### src/rtl/jpeg_block_pingpong_buffer_if.sv
// Block-buffer bus: block load handshake, element stream handshake and
// parallel read-bank view. The producer/consumer environment uses master,
// the buffer itself uses slave.
interface jpeg_block_pingpong_buffer_if #(
  parameter int DATA_WIDTH = 8,
  parameter int BLOCK_DIM  = 8,
  parameter int NUM_BANKS  = 2
);
  localparam int DEPTH = BLOCK_DIM * BLOCK_DIM;
  localparam int IDX_W = $clog2(DEPTH);
  localparam int OCC_W = $clog2(NUM_BANKS) + 1;
  localparam int BLK_W = DATA_WIDTH * DEPTH;

  logic                  in_valid;
  logic                  in_ready;
  logic [BLK_W-1:0]      in_block;
  logic                  in_zigzag;
  logic                  out_valid;
  logic                  out_ready;
  logic [DATA_WIDTH-1:0] out_data;
  logic [IDX_W-1:0]      out_index;
  logic                  out_last;
  logic [BLK_W-1:0]      out_block;
  logic                  out_block_valid;
  logic [OCC_W-1:0]      occupancy;

  modport master (
    output in_valid, in_block, in_zigzag, out_ready,
    input  in_ready, out_valid, out_data, out_index, out_last,
           out_block, out_block_valid, occupancy
  );

  modport slave (
    input  in_valid, in_block, in_zigzag, out_ready,
    output in_ready, out_valid, out_data, out_index, out_last,
           out_block, out_block_valid, occupancy
  );
endinterface

### src/rtl/jpeg_block_pingpong_buffer.sv
// Ping-pong (circular multi-bank) block store for the JPEG encoder.
// Whole blocks load in one cycle; elements drain one per handshake in
// raster or zigzag order, and the bank at the read pointer is also
// exposed in parallel. All outputs are decoded from registered state only.
module jpeg_block_pingpong_buffer #(
  parameter int DATA_WIDTH = 8,
  parameter int BLOCK_DIM  = 8,
  parameter int NUM_BANKS  = 2
) (
  input  logic clock,
  input  logic reset,
  jpeg_block_pingpong_buffer_if.slave bus
);
  localparam int DEPTH = BLOCK_DIM * BLOCK_DIM;
  localparam int IDX_W = $clog2(DEPTH);
  localparam int PTR_W = (NUM_BANKS > 1) ? $clog2(NUM_BANKS) : 1;
  localparam int OCC_W = $clog2(NUM_BANKS) + 1;
  localparam int BLK_W = DATA_WIDTH * DEPTH;
  localparam bit USE_ZZ = (BLOCK_DIM == 8);

  // Builds the zigzag scan table by walking anti-diagonals, alternating
  // direction: even diagonals run bottom-left to top-right.
  function automatic logic [DEPTH*IDX_W-1:0] build_zz_table();
    logic [DEPTH*IDX_W-1:0] tbl;
    int n;
    int row;
    int lo;
    int hi;
    tbl = '0;
    n   = 0;
    for (int s = 0; s < 2 * BLOCK_DIM - 1; s++) begin
      lo = (s < BLOCK_DIM) ? 0 : s - BLOCK_DIM + 1;
      hi = (s < BLOCK_DIM) ? s : BLOCK_DIM - 1;
      for (int j = 0; j <= hi - lo; j++) begin
        row = ((s % 2) == 0) ? hi - j : lo + j;
        tbl[n*IDX_W +: IDX_W] = IDX_W'(row * BLOCK_DIM + (s - row));
        n++;
      end
    end
    return tbl;
  endfunction

  localparam logic [DEPTH*IDX_W-1:0] ZZ_TABLE = build_zz_table();

  // Circular pointer increment across the bank ring.
  function automatic logic [PTR_W-1:0] next_ptr(input logic [PTR_W-1:0] p);
    if (p == PTR_W'(NUM_BANKS - 1)) begin
      return '0;
    end else begin
      return p + PTR_W'(1);
    end
  endfunction

  logic [BLK_W-1:0]     bank_r [NUM_BANKS];
  logic [NUM_BANKS-1:0] zz_tag_r;
  logic [PTR_W-1:0]     wr_ptr_r;
  logic [PTR_W-1:0]     rd_ptr_r;
  logic [IDX_W-1:0]     k_r;
  logic [OCC_W-1:0]     occ_r;

  logic                  in_ready_s;
  logic                  has_data_s;
  logic                  load_s;
  logic                  xfer_s;
  logic                  last_s;
  logic                  release_s;
  logic [IDX_W-1:0]      addr_s;
  logic [BLK_W-1:0]      rd_block_s;
  logic [DATA_WIDTH-1:0] rd_elem_s;

  // Handshake decode and read-address selection from registered state.
  always_comb begin
    in_ready_s = (occ_r < OCC_W'(NUM_BANKS));
    has_data_s = (occ_r != OCC_W'(0));
    load_s     = bus.in_valid && in_ready_s;
    xfer_s     = has_data_s && bus.out_ready;
    last_s     = (k_r == IDX_W'(DEPTH - 1));
    release_s  = xfer_s && last_s;
    rd_block_s = bank_r[rd_ptr_r];
    if (USE_ZZ && zz_tag_r[rd_ptr_r]) begin
      addr_s = ZZ_TABLE[int'(k_r)*IDX_W +: IDX_W];
    end else begin
      addr_s = k_r;
    end
    rd_elem_s = rd_block_s[(BLK_W - 1) - int'(addr_s) * DATA_WIDTH -: DATA_WIDTH];
  end

  // Bank storage, pointers, element counter and occupancy.
  always_ff @(posedge clock) begin
    if (reset) begin
      for (int b = 0; b < NUM_BANKS; b++) begin
        bank_r[b] <= '0;
      end
      zz_tag_r <= '0;
      wr_ptr_r <= '0;
      rd_ptr_r <= '0;
      k_r      <= '0;
      occ_r    <= '0;
    end else begin
      if (load_s) begin
        bank_r[wr_ptr_r]   <= bus.in_block;
        zz_tag_r[wr_ptr_r] <= bus.in_zigzag;
        wr_ptr_r           <= next_ptr(wr_ptr_r);
      end
      if (xfer_s) begin
        if (last_s) begin
          k_r      <= '0;
          rd_ptr_r <= next_ptr(rd_ptr_r);
        end else begin
          k_r <= k_r + IDX_W'(1);
        end
      end
      case ({load_s, release_s})
        2'b10:   occ_r <= occ_r + OCC_W'(1);
        2'b01:   occ_r <= occ_r - OCC_W'(1);
        default: occ_r <= occ_r;
      endcase
    end
  end

  assign bus.in_ready        = in_ready_s;
  assign bus.out_valid       = has_data_s;
  assign bus.out_block_valid = has_data_s;
  assign bus.out_data        = rd_elem_s;
  assign bus.out_index       = addr_s;
  assign bus.out_last        = last_s;
  assign bus.out_block       = rd_block_s;
  assign bus.occupancy       = occ_r;
endmodule

### src/flat_wrapper.sv
// flat-port wrapper written by rule: the top's interface ports become plain ports
module jpeg_block_pingpong_buffer_flat 
#(
  parameter int DATA_WIDTH = 8,
  parameter int BLOCK_DIM  = 8,
  parameter int NUM_BANKS  = 2
)
  (clock, reset, bus_in_valid, bus_in_block, bus_in_zigzag, bus_out_ready, bus_in_ready, bus_out_valid, bus_out_data, bus_out_index, bus_out_last, bus_out_block, bus_out_block_valid, bus_occupancy);
  jpeg_block_pingpong_buffer_if #(.DATA_WIDTH(DATA_WIDTH), .BLOCK_DIM(BLOCK_DIM), .NUM_BANKS(NUM_BANKS)) bus_i ();
  input  logic clock;
  input  logic reset;
  input wire logic [$bits(bus_i.in_valid)-1:0] bus_in_valid;
  input wire logic [$bits(bus_i.in_block)-1:0] bus_in_block;
  input wire logic [$bits(bus_i.in_zigzag)-1:0] bus_in_zigzag;
  input wire logic [$bits(bus_i.out_ready)-1:0] bus_out_ready;
  output wire logic [$bits(bus_i.in_ready)-1:0] bus_in_ready;
  output wire logic [$bits(bus_i.out_valid)-1:0] bus_out_valid;
  output wire logic [$bits(bus_i.out_data)-1:0] bus_out_data;
  output wire logic [$bits(bus_i.out_index)-1:0] bus_out_index;
  output wire logic [$bits(bus_i.out_last)-1:0] bus_out_last;
  output wire logic [$bits(bus_i.out_block)-1:0] bus_out_block;
  output wire logic [$bits(bus_i.out_block_valid)-1:0] bus_out_block_valid;
  output wire logic [$bits(bus_i.occupancy)-1:0] bus_occupancy;
  assign bus_i.in_valid = bus_in_valid;
  assign bus_i.in_block = bus_in_block;
  assign bus_i.in_zigzag = bus_in_zigzag;
  assign bus_i.out_ready = bus_out_ready;
  assign bus_in_ready = bus_i.in_ready;
  assign bus_out_valid = bus_i.out_valid;
  assign bus_out_data = bus_i.out_data;
  assign bus_out_index = bus_i.out_index;
  assign bus_out_last = bus_i.out_last;
  assign bus_out_block = bus_i.out_block;
  assign bus_out_block_valid = bus_i.out_block_valid;
  assign bus_occupancy = bus_i.occupancy;
  jpeg_block_pingpong_buffer #(.DATA_WIDTH(DATA_WIDTH), .BLOCK_DIM(BLOCK_DIM), .NUM_BANKS(NUM_BANKS)) u_core (.clock(clock), .reset(reset), .bus(bus_i));
endmodule
### config.mk
export PLATFORM = sky130hd
export DESIGN_NAME = jpeg_block_pingpong_buffer_flat
export DESIGN_NICKNAME = d
export VERILOG_FILES = /design/src/rtl/jpeg_block_pingpong_buffer_if.sv /design/src/rtl/jpeg_block_pingpong_buffer.sv /design/src/flat_wrapper.sv
export SDC_FILE = /design/constraint.sdc
export NUM_CORES = 2
export LEC_CHECK = 0
export ABC_CLOCK_PERIOD_IN_PS = 81800
export BUFFER_PORTS_ARGS = -buffer_cell sky130_fd_sc_hd__buf_2
export CAP_MARGIN = 30
export CORE_MARGIN = 10
export CORE_UTILIZATION = 30
export CTS_BUF_LIST = sky130_fd_sc_hd__clkbuf_4 sky130_fd_sc_hd__clkbuf_8
export CTS_CLUSTER_DIAMETER = 200
export DETAILED_ROUTE_END_ITERATION = 12
export GPL_TIMING_DRIVEN = 1
export PLACE_DENSITY_LB_ADDON = 0.25
export SLEW_MARGIN = 20
export SYNTH_ARGS = -nofsm -noshare
export SYNTH_HDL_FRONTEND = slang
export SYNTH_SLANG_ARGS = --single-unit
### constraint.sdc
create_clock -name clock -period 81.8 [get_ports clock]
set_input_delay 8.18 -clock clock [delete_from_list [all_inputs] [get_ports clock]]
set_output_delay 8.18 -clock clock [all_outputs]
set_load 0.02 [all_outputs]
-- Word level (Yosys, flattened, before mapping)
Memories as Yosys holds them, arrays and structs flattened. A register that Yosys moved wholly into a read port is not among the register bits.
Cells that the tools add are included.
- bitwise operators: 0
- reductions and logical operators: 8
- equality and inequality tests: 3
- $mul: 1
- add/sub/neg operators: 6
- muxes and demuxes: 20
- magnitude comparators: 4
- div/mod/pow operators: 0
- shift operators: 2
- operators by type and width (operator ; count):
    $shiftx 519x32->8 ; 1
    $mux 512 ; 1
    $reduce_or 512->1 ; 1
    $shiftx 384x32->6 const A ; 1
    $mux 1 ; 14
    $mux 6 ; 2
    $sub 9x9->10 const A ; 1
    $mul 6x2->8 const B ; 1
    $add 6x1->6 const B ; 1
    $eq 6x6->1 const B ; 1
    $logic_and 1x1->1 ; 4
    $lt 1x2->1 const B ; 2
    $pmux 2 s2 ; 1
    $reduce_bool 2->1 ; 2
    $add 1x1->1 const B ; 2
    $add 2x1->2 const B ; 1
    $bwmux 2 ; 1
    $eq 2x1->1 const B ; 1
    $eq 2x2->1 const B ; 1
    $lt 2x2->1 const B ; 1
    $reduce_and 2->1 ; 1
    $sub 2x1->2 const B ; 1
    $demux 1 s1 ; 1
    $ge 1x1->1 const B ; 1
- bits in read-only memories: 0
- register bits after elaboration: 12
- word-level logic and storage cells: 50
- bits in latches: 0
- bits in writable memories: 1024
- bits of input ports: 517
- memories kept: 1
- memory list (name ; words ; width ; read ports ; clocked after Yosys merged registers in ; wr ports ; line ; source):
    u_core.bank_r ; 2 ; 512 ; 1 ; 1 ; 2 ; jpeg_block_pingpong_buffer.sv:54 ; logic [BLK_W-1:0] bank_r [NUM_BANKS];

-- Depth between registers and ports, before layout
- depth in word-level cells: 7
- depth in mapped cells: 18
- gate-level depth less buffers: 13

-- Worst setup path before layout
OpenSTA, ideal clock, no wires.
- kind: in2reg
- start: in bus_in_valid
- end: reg u_core.zz_tag_r[0]
- library setup time: 1.067 ns
- required time: 80.733 ns
- cell stages on the path: 4
- buffers on the path: 0
- data arrival time: 32.396 ns
- setup slack: 48.336 ns
- cells stage by stage: nor2b_1 > inv_1 > o21bai_1 > o21ai_0
- longest elaborated chain between the ends: 1
- ends and longest elaborated chain (what ; line ; source):
    from (decl) ; flat_wrapper.sv:12 ; input wire logic [$bits(bus_i.in_valid)-1:0] bus_in_valid;
    $logic_and 1x1->1 ; jpeg_block_pingpong_buffer.sv:75 ; load_s = bus.in_valid && in_ready_s;
    to (signal, indexed assignment) ; jpeg_block_pingpong_buffer.sv:102 ; zz_tag_r[wr_ptr_r] <= bus.in_zigzag;
    to (decl) ; jpeg_block_pingpong_buffer.sv:55 ; logic [NUM_BANKS-1:0] zz_tag_r;
No other way between the ends.
A chain may end at the register's enable or synchronous reset.

-- Worst setup path after layout
- start: reg u_core.k_r[1]
- end: out bus_out_data[0]
- longest elaborated chain between the ends: 5
- ends and longest elaborated chain (what ; line ; source):
    from (decl) ; jpeg_block_pingpong_buffer.sv:58 ; logic [IDX_W-1:0] k_r;
    from (signal assigned) ; jpeg_block_pingpong_buffer.sv:110 ; k_r <= k_r + IDX_W'(1);
    $mul 6x2->8 ; jpeg_block_pingpong_buffer.sv:81 ; addr_s = ZZ_TABLE[int'(k_r)*IDX_W +: IDX_W];
    $shiftx 384x32->6 ; jpeg_block_pingpong_buffer.sv:81 ;
    $mux 6 * ; jpeg_block_pingpong_buffer.sv:80 ; if (USE_ZZ && zz_tag_r[rd_ptr_r]) begin
    $sub 9x9->10 * ; jpeg_block_pingpong_buffer.sv:85 ; rd_elem_s = rd_block_s[(BLK_W - 1) - int'(addr_s) * DATA_WIDTH -: DATA_WIDTH];
    $shiftx 519x32->8 * ; jpeg_block_pingpong_buffer.sv:85 ;
    to (decl) ; flat_wrapper.sv:18 ; output wire logic [$bits(bus_i.out_data)-1:0] bus_out_data;
Mark *: on every way between the ends. The rest lies on a longest branch, timed or not.

==> results.md <==
- CTS Buf Count: 190
- Register area share after synthesis: slightly above 60%
- Antenna Nets Post-Route: 0
- Count of flip-flops with a built-in enable after synthesis: 1024
- Clock skew: 0.0428 ns
- CTS Root Cell: clkbuf_8
- Highest Signal Layer: met5
- Starting Density: 30.2%
- Worst-case reg-to-reg path depth: 7
- Initial antenna violation count: about 120
- Gr ovfl total: 0
- Status: finished clean
- Fin util: 37.1%
- FILL cells: between 15000 and 20000
- Die X: 428 µm
- Latest clock arrival within the worst-skew pair: 0.97 ns
- TritonRoute pass-1 iters: 6
- Syn Area/Cell: 13.5 µm²
- Nets@finish: 5267
- Worst Path Required: between 70 and 80 ns
- Syn nets: ~4200
- Metal-1 WL: 81300 µm
- TritonCTS clock tree: yes
- Leakage: roughly 25 nW
- Via count: approximately 35000
- Final hold viol count: 0
- H-Tree Level Count: 4
- Setup crit end kind: output pin
- Die footprint: 183000 µm²
- Via/cell ratio: 4.92
- Synth top area share: between 60% and 70%
- Setup violators final: 0
- Async set-reset flop share out of synthesis: 0%
- Top FF cell, synth: edfxtp_1
- Hold_buf cts: 0
- CP endpoint: bus_out_data[0]
- Final setup margin: 66.52 ns
- Synthesized area: 50000 µm²
- Crit path DAT: 7.10 ns
- # clock sinks: 1037
- Inst Count DP: 6731
- Core area: 165000 µm²
- Synthesized flop and latch total: roughly 1000
- Multi-input gate area: 17800 µm²
- Count of different cell masters after synthesis: 76
- Worst-Margin Slew: 1.16 ns
- RSZ-0062 raised after global routing: no
- Die H: 428 µm
- DRC violations left: 0
- Max-Cap Viols: 0
- Worst VDD drop: 0.0168 mV
- Io pins: about 1000
- Area leader, netlist: edfxtp_1
- Power Density: between 20 and 25 nW/µm²
- Layout cells sized above 1: 41.0%
- Setup repair bufs after CTS: 0
- TNS Setup: 0 ns
- RePlAce Congestion: about 0.86
- Pin count of the biggest net entering global routing: 200
- Met3 WL: 16400 µm
- Reg-to-reg slack, setup: 76.69 ns
- Ranking of synthesized cells by area: edfxtp_1 62%, and2_1 13%, mux2_2 12%
- CTS resizes: 0
- GRT Total Usage: between 20% and 30%
- Vias in the first global route: 35400
- Crit Path Category: reg -> out
- Rel. slew slack: about 23%
- Crit path time final: 15.28 ns
- Hold Path Class: reg -> reg
- Port bufs: 1048
- Final wirelength: approximately 220000 µm
- Final count of pins violating max slew: 0
- Crit path from: u_core.k_r[1]
- Worst R2R End: u_core.bank_r[0][179]
- Startpoint types: flip-flop
- Post-Syn Instances: roughly 3700
- Row count: 149
- Iter 0 DRT Violations: 2795
- Tcrit/Tclk final: 18.7%
- Area grow syn2layout: 22.6%
- Max Root-Sink Buffers: 3
- First-pass GRT wire length: 292000 µm
- Worst slack, placed: a little under 70 ns
- Fin Hold WS: between 0.4 and 0.5 ns
- Final non-filler cell total: 7108
- Fmax: 0.0655 GHz
- Seq. cell area: 31000 µm²
- Met2 WL post-DR: 110000 µm
- CTS clk-pin slew, worst paths: around 0.050 ns
- WL/cell: 30.4 µm
- Worst r2r src: u_core.bus.occupancy[1]
- Yosys Warn Count: 0
- CP max FO: 115
- Post-DP HPWL: 159000 µm
-- cell usage in the layout (no fill, tap or decap), types with 13 or more instances in the layout --
| cell type | n |
|---|---|
| buf_2 | 1051 |
| mux2_2 | 531 |
| o32a_1 | 22 |
| ha_1 | 14 |
| o211ai_1 | 44 |
| o21ai_0 | 90 |
| a21oi_1 | 43 |
| nand2_1 | 44 |
| o221ai_1 | 22 |
| mux2i_1 | 86 |
| clkbuf_4 | 69 |
| nand2b_1 | 21 |
| clkinv_2 | 19 |
| o22ai_1 | 41 |
| clkbuf_8 | 193 |
| edfxtp_1 | 1024 |
| and2_1 | 1030 |
| nand3_1 | 14 |
| clkinv_1 | 40 |
| diode_2 | 36 |
| nor2_1 | 165 |
| buf_4 | 42 |
| or2_2 | 35 |
| nor2b_1 | 13 |
-- cell families after synthesis --
family	count (synthesis)	share of synthesized area [%]
AO/OA/AOI/OAI	356	4.92
XOR/XNOR	7	0.123
adder cells (fa/ha/maj)	14	0.350
buffers and inverters	278	2.48
flip-flops	1037	62.0
multiplexers	623	13.9
AND/OR/NAND/NOR	1384	16.2
-- critical path: stages (launching register included) --
cell	delay, ns
dfxtp_1	0.79
inv_1	0.36
ha_1	0.51
xor2_1	0.20
a32oi_2	0.28
nand3_2	0.19
o21ai_4	0.29
inv_8	0.28
buf_4	0.54
nand2_1	0.57
o22ai_1	0.23
o41ai_2	0.90
nand4_1	0.55
buf_2	0.34
-- flip-flops by register name, summed over array words and instances, names as in the netlist, named ones only --
name / cells
u_core.bank_r: 1024
u_core.k_r: 6
u_core.bus.occupancy: 2
u_core.zz_tag_r: 2
u_core.rd_ptr_r: 1
u_core.wr_ptr_r: 1
-- where the power goes --
group	switching [W]	leakage [nW]	internal, W
logic	0.000187	11.8	0.0000824
registers	0.0000108	11.0	0.000640
clock network	0.000232	1.93	0.000261
total	0.000430	24.8	0.000983
-- how the worst min path moves through the flow --
stage,startpoint,to,slack (ns),cells past startpoint
2_1_floorplan,u_core.zz_tag_r[1],u_core.zz_tag_r[1],0.45,2
3_3_place_gp,u_core.zz_tag_r[1],u_core.zz_tag_r[1],0.48,2
3_5_place_dp,u_core.zz_tag_r[1],u_core.zz_tag_r[1],0.49,2
4_1_cts,u_core.zz_tag_r[1],u_core.zz_tag_r[1],0.50,2
5_1_grt,u_core.zz_tag_r[1],u_core.zz_tag_r[1],0.54,2
6_report,u_core.zz_tag_r[1],u_core.zz_tag_r[1],0.50,2
-- layer usage --
metal	global-route usage, %	up-vias
met1	25.7	17500
met2	39.5	1344
met5	0	-
met4	8.85	70
met3	6.70	450
li1	-	15500
-- synthesized netlist by cell type (4+ instances only) --
library cell / number
o22ai_1: 41
buf_4: 15
mux2_1: 4
a211oi_1: 6
inv_1: 12
dfxtp_1: 13
o211ai_1: 44
nand3_1: 14
ha_1: 14
or2_2: 35
a21oi_1: 43
o21bai_1: 13
nor3_1: 13
o31ai_1: 4
inv_2: 5
nor2b_1: 13
buf_2: 39
o41ai_1: 4
a22oi_1: 9
edfxtp_1: 1024
xnor2_1: 4
buf_6: 12
o32a_1: 22
buf_1: 15
o221ai_1: 22
mux2_2: 531
nand4_1: 8
nand2_1: 44
mux2i_1: 86
a31oi_1: 4
and2_1: 1030
o32ai_1: 6
o21a_1: 9
o21ai_0: 90
clkbuf_1: 179
nor2_1: 166
or3_1: 12
nand2b_1: 21
nor4_1: 11
-- final cells by class --
type	count	share of cell area, %
antenna	36	0.147
clock buffer	262	5.18
clock inverter	77	0.811
inverter	18	0.131
multi-input combinational	2384	29.1
sequential	1037	50.6
tap	2189	4.47
timing repair buffer	1105	9.55
-- metrics by stage --
stage / area [µm²] / total power (W)
2_1_floorplan: 50000 / 0.000830
3_3_place_gp: 57300 / 0.000932
3_5_place_dp: 57500 / 0.000935
4_1_cts: 61100 / 0.00143
5_1_grt: 61200 / 0.00147
6_report: 61300 / 0.00141
Power figures use the tool's default switching activity.
